<file path="src/rtl/pipe_ctrl_pkg.sv">
// rtl/pipe_ctrl_pkg.sv - shared encodings and control bundle for pipe_ctrl
// Purpose: opcode / ALU-op constants, write-select and forward encodings,
//          the 12-bit EX control bundle and its bit offsets, MD FSM states.
// Ports:   none (package).
package pipe_ctrl_pkg;

    localparam logic [4:0] OP_R    = 5'b00000;
    localparam logic [4:0] OP_J    = 5'b00001;
    localparam logic [4:0] OP_BNE  = 5'b00010;
    localparam logic [4:0] OP_JAL  = 5'b00011;
    localparam logic [4:0] OP_JR   = 5'b00100;
    localparam logic [4:0] OP_ADDI = 5'b00101;
    localparam logic [4:0] OP_BLT  = 5'b00110;
    localparam logic [4:0] OP_SW   = 5'b00111;
    localparam logic [4:0] OP_LW   = 5'b01000;
    localparam logic [4:0] OP_SETX = 5'b10101;
    localparam logic [4:0] OP_BEX  = 5'b10110;

    localparam logic [4:0] ALU_ADD = 5'b00000;
    localparam logic [4:0] ALU_SUB = 5'b00001;
    localparam logic [4:0] ALU_MUL = 5'b00110;
    localparam logic [4:0] ALU_DIV = 5'b00111;

    typedef enum logic [2:0] {
        WSEL_NONE = 3'b000,
        WSEL_PC1  = 3'b001,
        WSEL_DMEM = 3'b010,
        WSEL_ALU  = 3'b011,
        WSEL_SETX = 3'b100,
        WSEL_OVF  = 3'b101
    } wsel_e;

    localparam logic [1:0] FWD_RF  = 2'b00;
    localparam logic [1:0] FWD_MEM = 2'b01;
    localparam logic [1:0] FWD_WB  = 2'b10;

    // First field is the MSB of ex_ctrl.
    typedef struct packed {
        logic imme_en;
        logic addi_en;
        logic is_bne;
        logic is_blt;
        logic is_j;
        logic is_jal;
        logic is_jr;
        logic is_bex;
        logic is_md;
        logic ovf_chk;
        logic valid;
        logic rd_to_rt;
    } ctrl_t;

    localparam int CTRL_W     = 12;
    localparam int CTRL_MD    = 3;
    localparam int CTRL_OVF   = 2;
    localparam int CTRL_VALID = 1;

    typedef enum logic {
        MD_IDLE = 1'b0,
        MD_BUSY = 1'b1
    } md_state_e;

endpackage

</file>
<file path="src/rtl/pipe_ctrl_decode.sv">
// rtl/pipe_ctrl_decode.sv - combinational ID-stage decoder
// Purpose: opcode/aluop -> control bundle, source and destination addresses.
// Ports:   valid_i, opcode_i, aluop_i, rs_i/rt_i/rd_i in;
//          ctrl_o, use_a_o/use_b_o, src_a_o/src_b_o, waddr_o, reg_we_o,
//          wsel_o, dmem_wr_o, is_lw_o out.
module ctrl_decode
    import pipe_ctrl_pkg::*;
#(
    parameter int OPW     = 5,
    parameter int REGW    = 5,
    parameter int RSTATUS = 30,
    parameter int RA      = 31
) (
    input  logic            valid_i,
    input  logic [OPW-1:0]  opcode_i,
    input  logic [OPW-1:0]  aluop_i,
    input  logic [REGW-1:0] rs_i,
    input  logic [REGW-1:0] rt_i,
    input  logic [REGW-1:0] rd_i,
    output ctrl_t           ctrl_o,
    output logic            use_a_o,
    output logic            use_b_o,
    output logic [REGW-1:0] src_a_o,
    output logic [REGW-1:0] src_b_o,
    output logic [REGW-1:0] waddr_o,
    output logic            reg_we_o,
    output logic [2:0]      wsel_o,
    output logic            dmem_wr_o,
    output logic            is_lw_o
);

    logic writes;
    logic is_add_sub;
    logic is_muldiv;

    always_comb begin
        is_add_sub = (aluop_i == OPW'(ALU_ADD)) || (aluop_i == OPW'(ALU_SUB));
        is_muldiv  = (aluop_i == OPW'(ALU_MUL)) || (aluop_i == OPW'(ALU_DIV));

        ctrl_o       = '0;
        ctrl_o.valid = valid_i;
        use_a_o      = 1'b0;
        use_b_o      = 1'b0;
        src_a_o      = rs_i;
        src_b_o      = rt_i;
        waddr_o      = rd_i;
        writes       = 1'b0;
        wsel_o       = WSEL_NONE;
        dmem_wr_o    = 1'b0;
        is_lw_o      = 1'b0;

        case (opcode_i)
            OPW'(OP_R): begin
                use_a_o        = 1'b1;
                use_b_o        = 1'b1;
                writes         = 1'b1;
                wsel_o         = WSEL_ALU;
                ctrl_o.is_md   = is_muldiv;
                ctrl_o.ovf_chk = is_add_sub || is_muldiv;
            end
            OPW'(OP_J): ctrl_o.is_j = 1'b1;
            OPW'(OP_BNE), OPW'(OP_BLT): begin
                ctrl_o.is_bne   = (opcode_i == OPW'(OP_BNE));
                ctrl_o.is_blt   = (opcode_i == OPW'(OP_BLT));
                ctrl_o.rd_to_rt = 1'b1;
                use_a_o         = 1'b1;
                use_b_o         = 1'b1;
                src_b_o         = rd_i;
            end
            OPW'(OP_JAL): begin
                ctrl_o.is_jal = 1'b1;
                writes        = 1'b1;
                waddr_o       = REGW'(RA);
                wsel_o        = WSEL_PC1;
            end
            OPW'(OP_JR): begin
                ctrl_o.is_jr    = 1'b1;
                ctrl_o.rd_to_rt = 1'b1;
                use_b_o         = 1'b1;
                src_b_o         = rd_i;
            end
            OPW'(OP_ADDI): begin
                ctrl_o.imme_en = 1'b1;
                ctrl_o.addi_en = 1'b1;
                ctrl_o.ovf_chk = 1'b1;
                use_a_o        = 1'b1;
                writes         = 1'b1;
                wsel_o         = WSEL_ALU;
            end
            OPW'(OP_SW): begin
                ctrl_o.imme_en  = 1'b1;
                ctrl_o.addi_en  = 1'b1;
                ctrl_o.rd_to_rt = 1'b1;
                use_a_o         = 1'b1;
                use_b_o         = 1'b1;
                src_b_o         = rd_i;
                dmem_wr_o       = 1'b1;
            end
            OPW'(OP_LW): begin
                ctrl_o.imme_en = 1'b1;
                ctrl_o.addi_en = 1'b1;
                use_a_o        = 1'b1;
                writes         = 1'b1;
                wsel_o         = WSEL_DMEM;
                is_lw_o        = 1'b1;
            end
            OPW'(OP_SETX): begin
                writes  = 1'b1;
                waddr_o = REGW'(RSTATUS);
                wsel_o  = WSEL_SETX;
            end
            OPW'(OP_BEX): begin
                ctrl_o.is_bex = 1'b1;
                use_a_o       = 1'b1;
                src_a_o       = REGW'(RSTATUS);
            end
            default: ;
        endcase

        // Writes to r0 vanish entirely so the later stages never see them.
        reg_we_o = writes && (waddr_o != '0);
        if (!reg_we_o) begin
            waddr_o = '0;
            wsel_o  = WSEL_NONE;
        end
    end

endmodule

</file>
<file path="src/rtl/pipe_ctrl.sv">
// rtl/pipe_ctrl.sv - pipelined control unit (EX/MEM/WB bundles, hazards, MD FSM)
// Purpose: decodes ID, carries control through EX/MEM/WB, generates load-use
//          and multdiv stalls, branch flushes, forwarding and overflow writes.
// Ports:   clock/reset; id_* decode inputs; ex_branch_taken, ex_ovf, md_ready;
//          stall_fd, flush_fd, md_start, ex_ctrl, fwd_a/fwd_b,
//          mem_dmem_wr_en, wb_reg_write_en, wb_write_sel, wb_waddr.
module pipe_ctrl
    import pipe_ctrl_pkg::*;
#(
    parameter int OPW     = 5,
    parameter int REGW    = 5,
    parameter int RSTATUS = 30,
    parameter int RA      = 31,
    parameter int FWD_EN  = 1
) (
    input  logic              clock,
    input  logic              reset,
    input  logic              id_valid,
    input  logic [OPW-1:0]    id_opcode,
    input  logic [OPW-1:0]    id_aluop,
    input  logic [REGW-1:0]   id_rs,
    input  logic [REGW-1:0]   id_rt,
    input  logic [REGW-1:0]   id_rd,
    input  logic              ex_branch_taken,
    input  logic              ex_ovf,
    input  logic              md_ready,
    output logic              stall_fd,
    output logic              flush_fd,
    output logic              md_start,
    output logic [CTRL_W-1:0] ex_ctrl,
    output logic [1:0]        fwd_a,
    output logic [1:0]        fwd_b,
    output logic              mem_dmem_wr_en,
    output logic              wb_reg_write_en,
    output logic [2:0]        wb_write_sel,
    output logic [REGW-1:0]   wb_waddr
);

    ctrl_t           d_ctrl;
    logic            d_use_a, d_use_b, d_we, d_dmem_wr, d_is_lw;
    logic [REGW-1:0] d_src_a, d_src_b, d_waddr;
    logic [2:0]      d_wsel;

    ctrl_decode #(
        .OPW(OPW), .REGW(REGW), .RSTATUS(RSTATUS), .RA(RA)
    ) u_decode (
        .valid_i  (id_valid),
        .opcode_i (id_opcode),
        .aluop_i  (id_aluop),
        .rs_i     (id_rs),
        .rt_i     (id_rt),
        .rd_i     (id_rd),
        .ctrl_o   (d_ctrl),
        .use_a_o  (d_use_a),
        .use_b_o  (d_use_b),
        .src_a_o  (d_src_a),
        .src_b_o  (d_src_b),
        .waddr_o  (d_waddr),
        .reg_we_o (d_we),
        .wsel_o   (d_wsel),
        .dmem_wr_o(d_dmem_wr),
        .is_lw_o  (d_is_lw)
    );

    ctrl_t           ex_ctrl_q, ex_ctrl_d;
    logic            ex_use_a_q, ex_use_a_d, ex_use_b_q, ex_use_b_d;
    logic [REGW-1:0] ex_src_a_q, ex_src_a_d, ex_src_b_q, ex_src_b_d;
    logic [REGW-1:0] ex_waddr_q, ex_waddr_d;
    logic            ex_we_q, ex_we_d, ex_dmem_wr_q, ex_dmem_wr_d, ex_is_lw_q, ex_is_lw_d;
    logic [2:0]      ex_wsel_q, ex_wsel_d;

    logic            mem_we_q, mem_we_d, mem_dmem_wr_q, mem_dmem_wr_d;
    logic [REGW-1:0] mem_waddr_q, mem_waddr_d;
    logic [2:0]      mem_wsel_q, mem_wsel_d;

    logic            wb_we_q;
    logic [REGW-1:0] wb_waddr_q;
    logic [2:0]      wb_wsel_q;

    md_state_e       md_state_q, md_state_d;

    logic ex_valid, id_use_a, id_use_b;
    logic load_use, raw_any, hazard, md_hold, ex_bubble, ovf_take;

    function automatic logic src_hit(input logic we, input logic [REGW-1:0] wa,
                                     input logic ua, input logic [REGW-1:0] sa,
                                     input logic ub, input logic [REGW-1:0] sb);
        return we && (wa != '0) && ((ua && (wa == sa)) || (ub && (wa == sb)));
    endfunction

    assign ex_valid = ex_ctrl_q[CTRL_VALID];
    assign id_use_a = id_valid && d_use_a;
    assign id_use_b = id_valid && d_use_b;

    // Without forwarding every in-flight writer blocks a dependent reader.
    assign load_use = ex_is_lw_q &&
                      src_hit(ex_we_q, ex_waddr_q, id_use_a, d_src_a, id_use_b, d_src_b);
    assign raw_any  = src_hit(ex_we_q,  ex_waddr_q,  id_use_a, d_src_a, id_use_b, d_src_b) ||
                      src_hit(mem_we_q, mem_waddr_q, id_use_a, d_src_a, id_use_b, d_src_b) ||
                      src_hit(wb_we_q,  wb_waddr_q,  id_use_a, d_src_a, id_use_b, d_src_b);
    assign hazard   = (FWD_EN != 0) ? load_use : raw_any;

    // flush_fd is the only output fed straight from an input; gate it so the
    // whole output set reads zero while reset is held.
    assign flush_fd  = reset && ex_branch_taken;
    assign stall_fd  = md_hold || (hazard && !ex_branch_taken);
    assign ex_bubble = ex_branch_taken || hazard;
    assign ovf_take  = ex_valid && ex_ctrl_q[CTRL_OVF] && ex_ovf;

    always_comb begin
        md_state_d = md_state_q;
        md_start   = 1'b0;
        md_hold    = 1'b0;
        case (md_state_q)
            MD_IDLE: begin
                if (ex_valid && ex_ctrl_q[CTRL_MD]) begin
                    md_start   = 1'b1;
                    md_hold    = 1'b1;
                    md_state_d = MD_BUSY;
                end
            end
            MD_BUSY: begin
                if (md_ready) md_state_d = MD_IDLE;
                else          md_hold    = 1'b1;
            end
            default: md_state_d = MD_IDLE;
        endcase
    end

    always_comb begin
        if (id_valid && !ex_bubble) begin
            ex_ctrl_d    = d_ctrl;
            ex_use_a_d   = d_use_a;
            ex_use_b_d   = d_use_b;
            ex_src_a_d   = d_src_a;
            ex_src_b_d   = d_src_b;
            ex_waddr_d   = d_waddr;
            ex_we_d      = d_we;
            ex_wsel_d    = d_wsel;
            ex_dmem_wr_d = d_dmem_wr;
            ex_is_lw_d   = d_is_lw;
        end else begin
            ex_ctrl_d    = '0;
            ex_use_a_d   = 1'b0;
            ex_use_b_d   = 1'b0;
            ex_src_a_d   = '0;
            ex_src_b_d   = '0;
            ex_waddr_d   = '0;
            ex_we_d      = 1'b0;
            ex_wsel_d    = WSEL_NONE;
            ex_dmem_wr_d = 1'b0;
            ex_is_lw_d   = 1'b0;
        end

        mem_we_d      = ex_we_q;
        mem_waddr_d   = ex_waddr_q;
        mem_wsel_d    = ex_wsel_q;
        mem_dmem_wr_d = ex_dmem_wr_q;
        if (md_hold) begin
            mem_we_d      = 1'b0;
            mem_waddr_d   = '0;
            mem_wsel_d    = WSEL_NONE;
            mem_dmem_wr_d = 1'b0;
        end else if (ovf_take) begin
            mem_we_d    = 1'b1;
            mem_waddr_d = REGW'(RSTATUS);
            mem_wsel_d  = WSEL_OVF;
        end
    end

    always_ff @(posedge clock or negedge reset) begin
        if (!reset) begin
            md_state_q    <= MD_IDLE;
            ex_ctrl_q     <= '0;
            ex_use_a_q    <= 1'b0;
            ex_use_b_q    <= 1'b0;
            ex_src_a_q    <= '0;
            ex_src_b_q    <= '0;
            ex_waddr_q    <= '0;
            ex_we_q       <= 1'b0;
            ex_wsel_q     <= WSEL_NONE;
            ex_dmem_wr_q  <= 1'b0;
            ex_is_lw_q    <= 1'b0;
            mem_we_q      <= 1'b0;
            mem_waddr_q   <= '0;
            mem_wsel_q    <= WSEL_NONE;
            mem_dmem_wr_q <= 1'b0;
            wb_we_q       <= 1'b0;
            wb_waddr_q    <= '0;
            wb_wsel_q     <= WSEL_NONE;
        end else begin
            md_state_q <= md_state_d;
            if (!md_hold) begin
                ex_ctrl_q    <= ex_ctrl_d;
                ex_use_a_q   <= ex_use_a_d;
                ex_use_b_q   <= ex_use_b_d;
                ex_src_a_q   <= ex_src_a_d;
                ex_src_b_q   <= ex_src_b_d;
                ex_waddr_q   <= ex_waddr_d;
                ex_we_q      <= ex_we_d;
                ex_wsel_q    <= ex_wsel_d;
                ex_dmem_wr_q <= ex_dmem_wr_d;
                ex_is_lw_q   <= ex_is_lw_d;
            end
            mem_we_q      <= mem_we_d;
            mem_waddr_q   <= mem_waddr_d;
            mem_wsel_q    <= mem_wsel_d;
            mem_dmem_wr_q <= mem_dmem_wr_d;
            wb_we_q       <= mem_we_q;
            wb_waddr_q    <= mem_waddr_q;
            wb_wsel_q     <= mem_wsel_q;
        end
    end

    // MEM beats WB: it holds the younger value of the register.
    always_comb begin
        fwd_a = FWD_RF;
        fwd_b = FWD_RF;
        if (FWD_EN != 0) begin
            if (ex_use_a_q) begin
                if (mem_we_q && (mem_waddr_q != '0) && (mem_waddr_q == ex_src_a_q))
                    fwd_a = FWD_MEM;
                else if (wb_we_q && (wb_waddr_q != '0) && (wb_waddr_q == ex_src_a_q))
                    fwd_a = FWD_WB;
            end
            if (ex_use_b_q) begin
                if (mem_we_q && (mem_waddr_q != '0) && (mem_waddr_q == ex_src_b_q))
                    fwd_b = FWD_MEM;
                else if (wb_we_q && (wb_waddr_q != '0) && (wb_waddr_q == ex_src_b_q))
                    fwd_b = FWD_WB;
            end
        end
    end

    assign ex_ctrl         = ex_ctrl_q;
    assign mem_dmem_wr_en  = mem_dmem_wr_q;
    assign wb_reg_write_en = wb_we_q;
    assign wb_write_sel    = wb_wsel_q;
    assign wb_waddr        = wb_waddr_q;

endmodule

</file>
<file path="config.mk">
export PLATFORM = sky130hd
export DESIGN_NAME = pipe_ctrl
export DESIGN_NICKNAME = d
export VERILOG_FILES = /design/src/rtl/pipe_ctrl_pkg.sv /design/src/rtl/pipe_ctrl_decode.sv /design/src/rtl/pipe_ctrl.sv
export SDC_FILE = /design/constraint.sdc
export NUM_CORES = 1
export LEC_CHECK = 0
export CAP_MARGIN = 20
export CORE_UTILIZATION = 47
export DETAILED_ROUTE_END_ITERATION = 8
export PLACE_DENSITY = 0.77
export RECOVER_POWER = 25
export SLEW_MARGIN = 20
export SYNTH_ARGS = -nofsm -noshare
export SYNTH_HDL_FRONTEND = slang
export SYNTH_SLANG_ARGS = --single-unit
</file>
<file path="constraint.sdc">
create_clock -name clock -period 2.21 [get_ports clock]
set_input_delay 0.221 -clock clock [delete_from_list [all_inputs] [get_ports clock]]
set_output_delay 0.221 -clock clock [all_outputs]
set_load 0.02 [all_outputs]
</file>
==> metrics.yaml <==
critical_path:
  critical_path_arrival_ns: 2.22
  cp_max_fo: 4
  cp.required_ns: 1.99
  critPathKind: "flop to output pin"
  reg2reg_slack_ns: -0.06
  worstSetupEndpointType: "output pin"
  start_kind: "flop"
synthesis:
  synth_top_area_frac: 0.447
  yosys_warnings: 0
  synth_edf_count: 0
  dominantRegCellSynth: "dfrtp_1"
  yosysSeqAreaShare: 0.447
  yosys-top-cells-area: "dfrtp_1 45%, nand2_1 5.5%, xor2_1 4.6%"
  synth_area_um2: 3020
  synthArstFlopShare: 1.00
  ys_seq_elements: 54
  ys_types: 54
  syn_inst: 332
  synth_fp_nets: 363
  synth_area_per_cell_um2: 9.11
  yosys.area.top_type: "dfrtp_1"
cts:
  cts.sinks: 54
  cts_buffers: 5
  clk_latency_ns: 0.30
  cts_root_buffer: "clkbuf_8"
  hold_buffers: 0
  cts_tree: "done"
  cts_buffer_depth: 2
  clk_pin_slew_ns: 0.09
  htree_num_levels: 2
detailed_routing:
  drt_wl_total_mm: 9.00
  drc: 0
  drt-vias-per-instance: 5.72
  wl_per_cell_um: 17.4
  first_iter_violations: 191
  drtAntennaViolNets: 0
  vias: 2954
  dr.pass1.iters: 5
power_and_ir_drop:
  power.leakage_uw: 0.00193
  seqPwrFrac: 0.537
  powerDensity_nw_per_um2: 452
  sw_frac_of_total: 0.266
  pwr-share-comb: 0.185
  irDropWorstVdd_mv: 0.269
  switching_power_uw: 511
  clockPowerShare: 0.278
  intPower_uw: 1410
timing:
  holdWs_ns: 0.356
  finalSetupViolations: 28
  max_freq_mhz: 410
  min_period_over_period: 1.10
  worst_pin_slew_ns: 1.33
  worst_slack_ns: -0.230
  slew_headroom: 0.113
  drv_slew: 0
  rsz0062_at_grt: "yes"
  fin_crit_ns: 2.44
  timing_hold_violations_final: 0
  fin_skew_ns: 0.00969
global_routing:
  antenna_found_initial: 0
  grt_max_degree: 55
  grt_pass1_vias: 2915
  gr-total-overflow: 0
  grt_pass1_wl_mm: 14.4
  grt_util_all_layers: 0.290
placed_design:
  gp_congestion: 0.956
  pre_cts_slack_ns: -0.691
  dp_hpwl_mm: 6.69
  io_buffers: 58
finish:
  drive_above_1_share: 0.231
  area_growth_pct: 40.4
  final_nets: 471
  diodes: 0
floorplanning:
  io_pins: 60
  start_util: 0.499
  die_height_um: 82.2
  die_x_um: 82.2
  core-area_um2: 6060
  design.die.area_um2: 6760
  rows: 28
worst_hold_path:
  hp-class: "flop to flop"
flow_run:
  drv_cap: 0
outcome:
  violations: "negative setup slack"
  status: "finished with violations"
[synthesized netlist by cell type, drive strengths merged, types with 2 or more instances]
library cell  instances
or3                   2
nor3                  6
o2111ai               2
a31oi                 2
dfrtp                54
nand2                45
nand4                 6
buf                  12
o41ai                11
xor2                 16
or4                   5
or2                   2
xnor2                13
o31ai                10
and2                  4
nor2b                11
nor3b                 2
inv                  10
mux2i                 8
nor2                 29
nor4                  8
o21ai                26
a21oi                 6
nand3                 9
nand2b                2
clkbuf               13
[cells in the final DEF (no fill, tap or decap), types with 4 or more instances in the layout]
cell type / netlist / final
inv_1: 10 / 10
o41ai_2: 1 / 6
clkbuf_8: 0 / 5
clkdlybuf4s50_1: 0 / 48
nor4_1: 8 / 5
nand3_1: 9 / 9
o21ai_0: 14 / 13
xnor2_1: 13 / 11
dfrtp_1: 54 / 52
nor3_1: 5 / 5
nand4_1: 6 / 6
nand2_1: 44 / 44
clkbuf_1: 13 / 5
xor2_1: 16 / 16
a21oi_1: 6 / 6
nor2_1: 29 / 29
nor2b_1: 11 / 11
buf_4: 4 / 63
o41ai_1: 10 / 5
o21ai_1: 12 / 12
o31ai_1: 10 / 9
and2_1: 4 / 4
mux2i_1: 8 / 7
dlygate4sd2_1: 0 / 4
[stage by stage]
| stage | power (µW) | util | setup TNS (ns) | instances | instance area [µm²] |
|---|---|---|---|---|---|
| finish | 1920 | 0.700 | -1.39 | 516 | 4240 |
| global route | 2000 | 0.700 | -3.64 | 516 | 4240 |
| CTS | 1920 | 0.697 | -0.199 | 516 | 4220 |
| detailed placement | 1390 | 0.674 | -11.32 | 507 | 4090 |
| global placement | 1380 | 0.674 | -10.32 | 507 | 4090 |
| floorplan | 1190 | - | 0 | 332 | 3030 |
[repair_timing]
action / 4_1_cts / 5_1_grt
gates resized for setup: 30 / 15
pin swaps: 3 / 4
buffers inserted: 2 / 0
endpoints found under the setup margin: 34 / 34
[state kept, by name (all words and copies together), names as in the netlist, 3 cells and up]
register      cells
wb_write_sel      3
ex_ctrl          10
ex_waddr_q        5
ex_src_a_q        5
mem_wsel_q        3
ex_wsel_q         3
mem_waddr_q       5
wb_waddr          5
ex_src_b_q        5
[critical path: stages (launching register included)]
cell       delay, ns
dfrtp_2         0.46
buf_4           0.15
buf_4           0.14
nor4_1          0.29
a31oi_1         0.09
o32ai_1         0.19
o2111ai_2       0.23
nand2_4         0.12
a21o_4          0.13
buf_6           0.11
[logic make-up after synthesis]
kind of cell / Yosys count / share of synthesized area
buf+inv: 35 / 0.0551
xor+xnor: 29 / 0.0840
flops: 54 / 0.447
mux: 8 / 0.0265
simple gates: 135 / 0.224
compound gates: 71 / 0.164
[power by group through the flow]
stage / clock network (µW) / registers (µW) / logic [µW]
after floorplan: 0 / 1050 / 141
after global placement: 0 / 1050 / 334
after detailed placement: 0 / 1050 / 340
after CTS: 545 / 1030 / 346
after global routing: 586 / 1030 / 382
final: 533 / 1030 / 355
[layer usage]
metal  GRT usage  vias up  wire, µm  part of all wire
li1            -     1393         -                 -
met1       0.362     1425      3830              0.43
met2       0.502      122      4520              0.50
met3      0.0560       14       515             0.057
met4      0.0912        0       138             0.015
met5           0        -         0                 0
[layout make-up]
| class | count | area [µm²] |
|---|---|---|
| timing repair buffer | 126 | 1050 |
| fill | 474 | 1820 |
| clock inverter | 2 | 13.8 |
| tap | 75 | 93.8 |
| clock buffer | 6 | 72.6 |
| inverter | 10 | 37.5 |
| multi-input combinational | 243 | 1620 |
| sequential | 54 | 1350 |
[final timing paths]
| kind | start | end | cells after the start |
|---|---|---|---|
| max in group asynchronous | reset | ex_waddr_q[3]$_DFFE_PN0P_ | 2 |
| min in group asynchronous | reset | ex_waddr_q[0]$_DFFE_PN0P_ | 2 |
| hold / removal | mem_wsel_q[0]$_DFF_PN0_ | wb_write_sel[0]$_DFF_PN0_ | 0 |
| setup reg to reg | ex_waddr_q[0]$_DFFE_PN0P_ | ex_waddr_q[1]$_DFFE_PN0P_ | 9 |
| hold reg to reg | mem_wsel_q[0]$_DFF_PN0_ | wb_write_sel[0]$_DFF_PN0_ | 0 |
| setup / recovery | ex_waddr_q[0]$_DFFE_PN0P_ | stall_fd | 9 |
(Power assumes the default switching activity.)
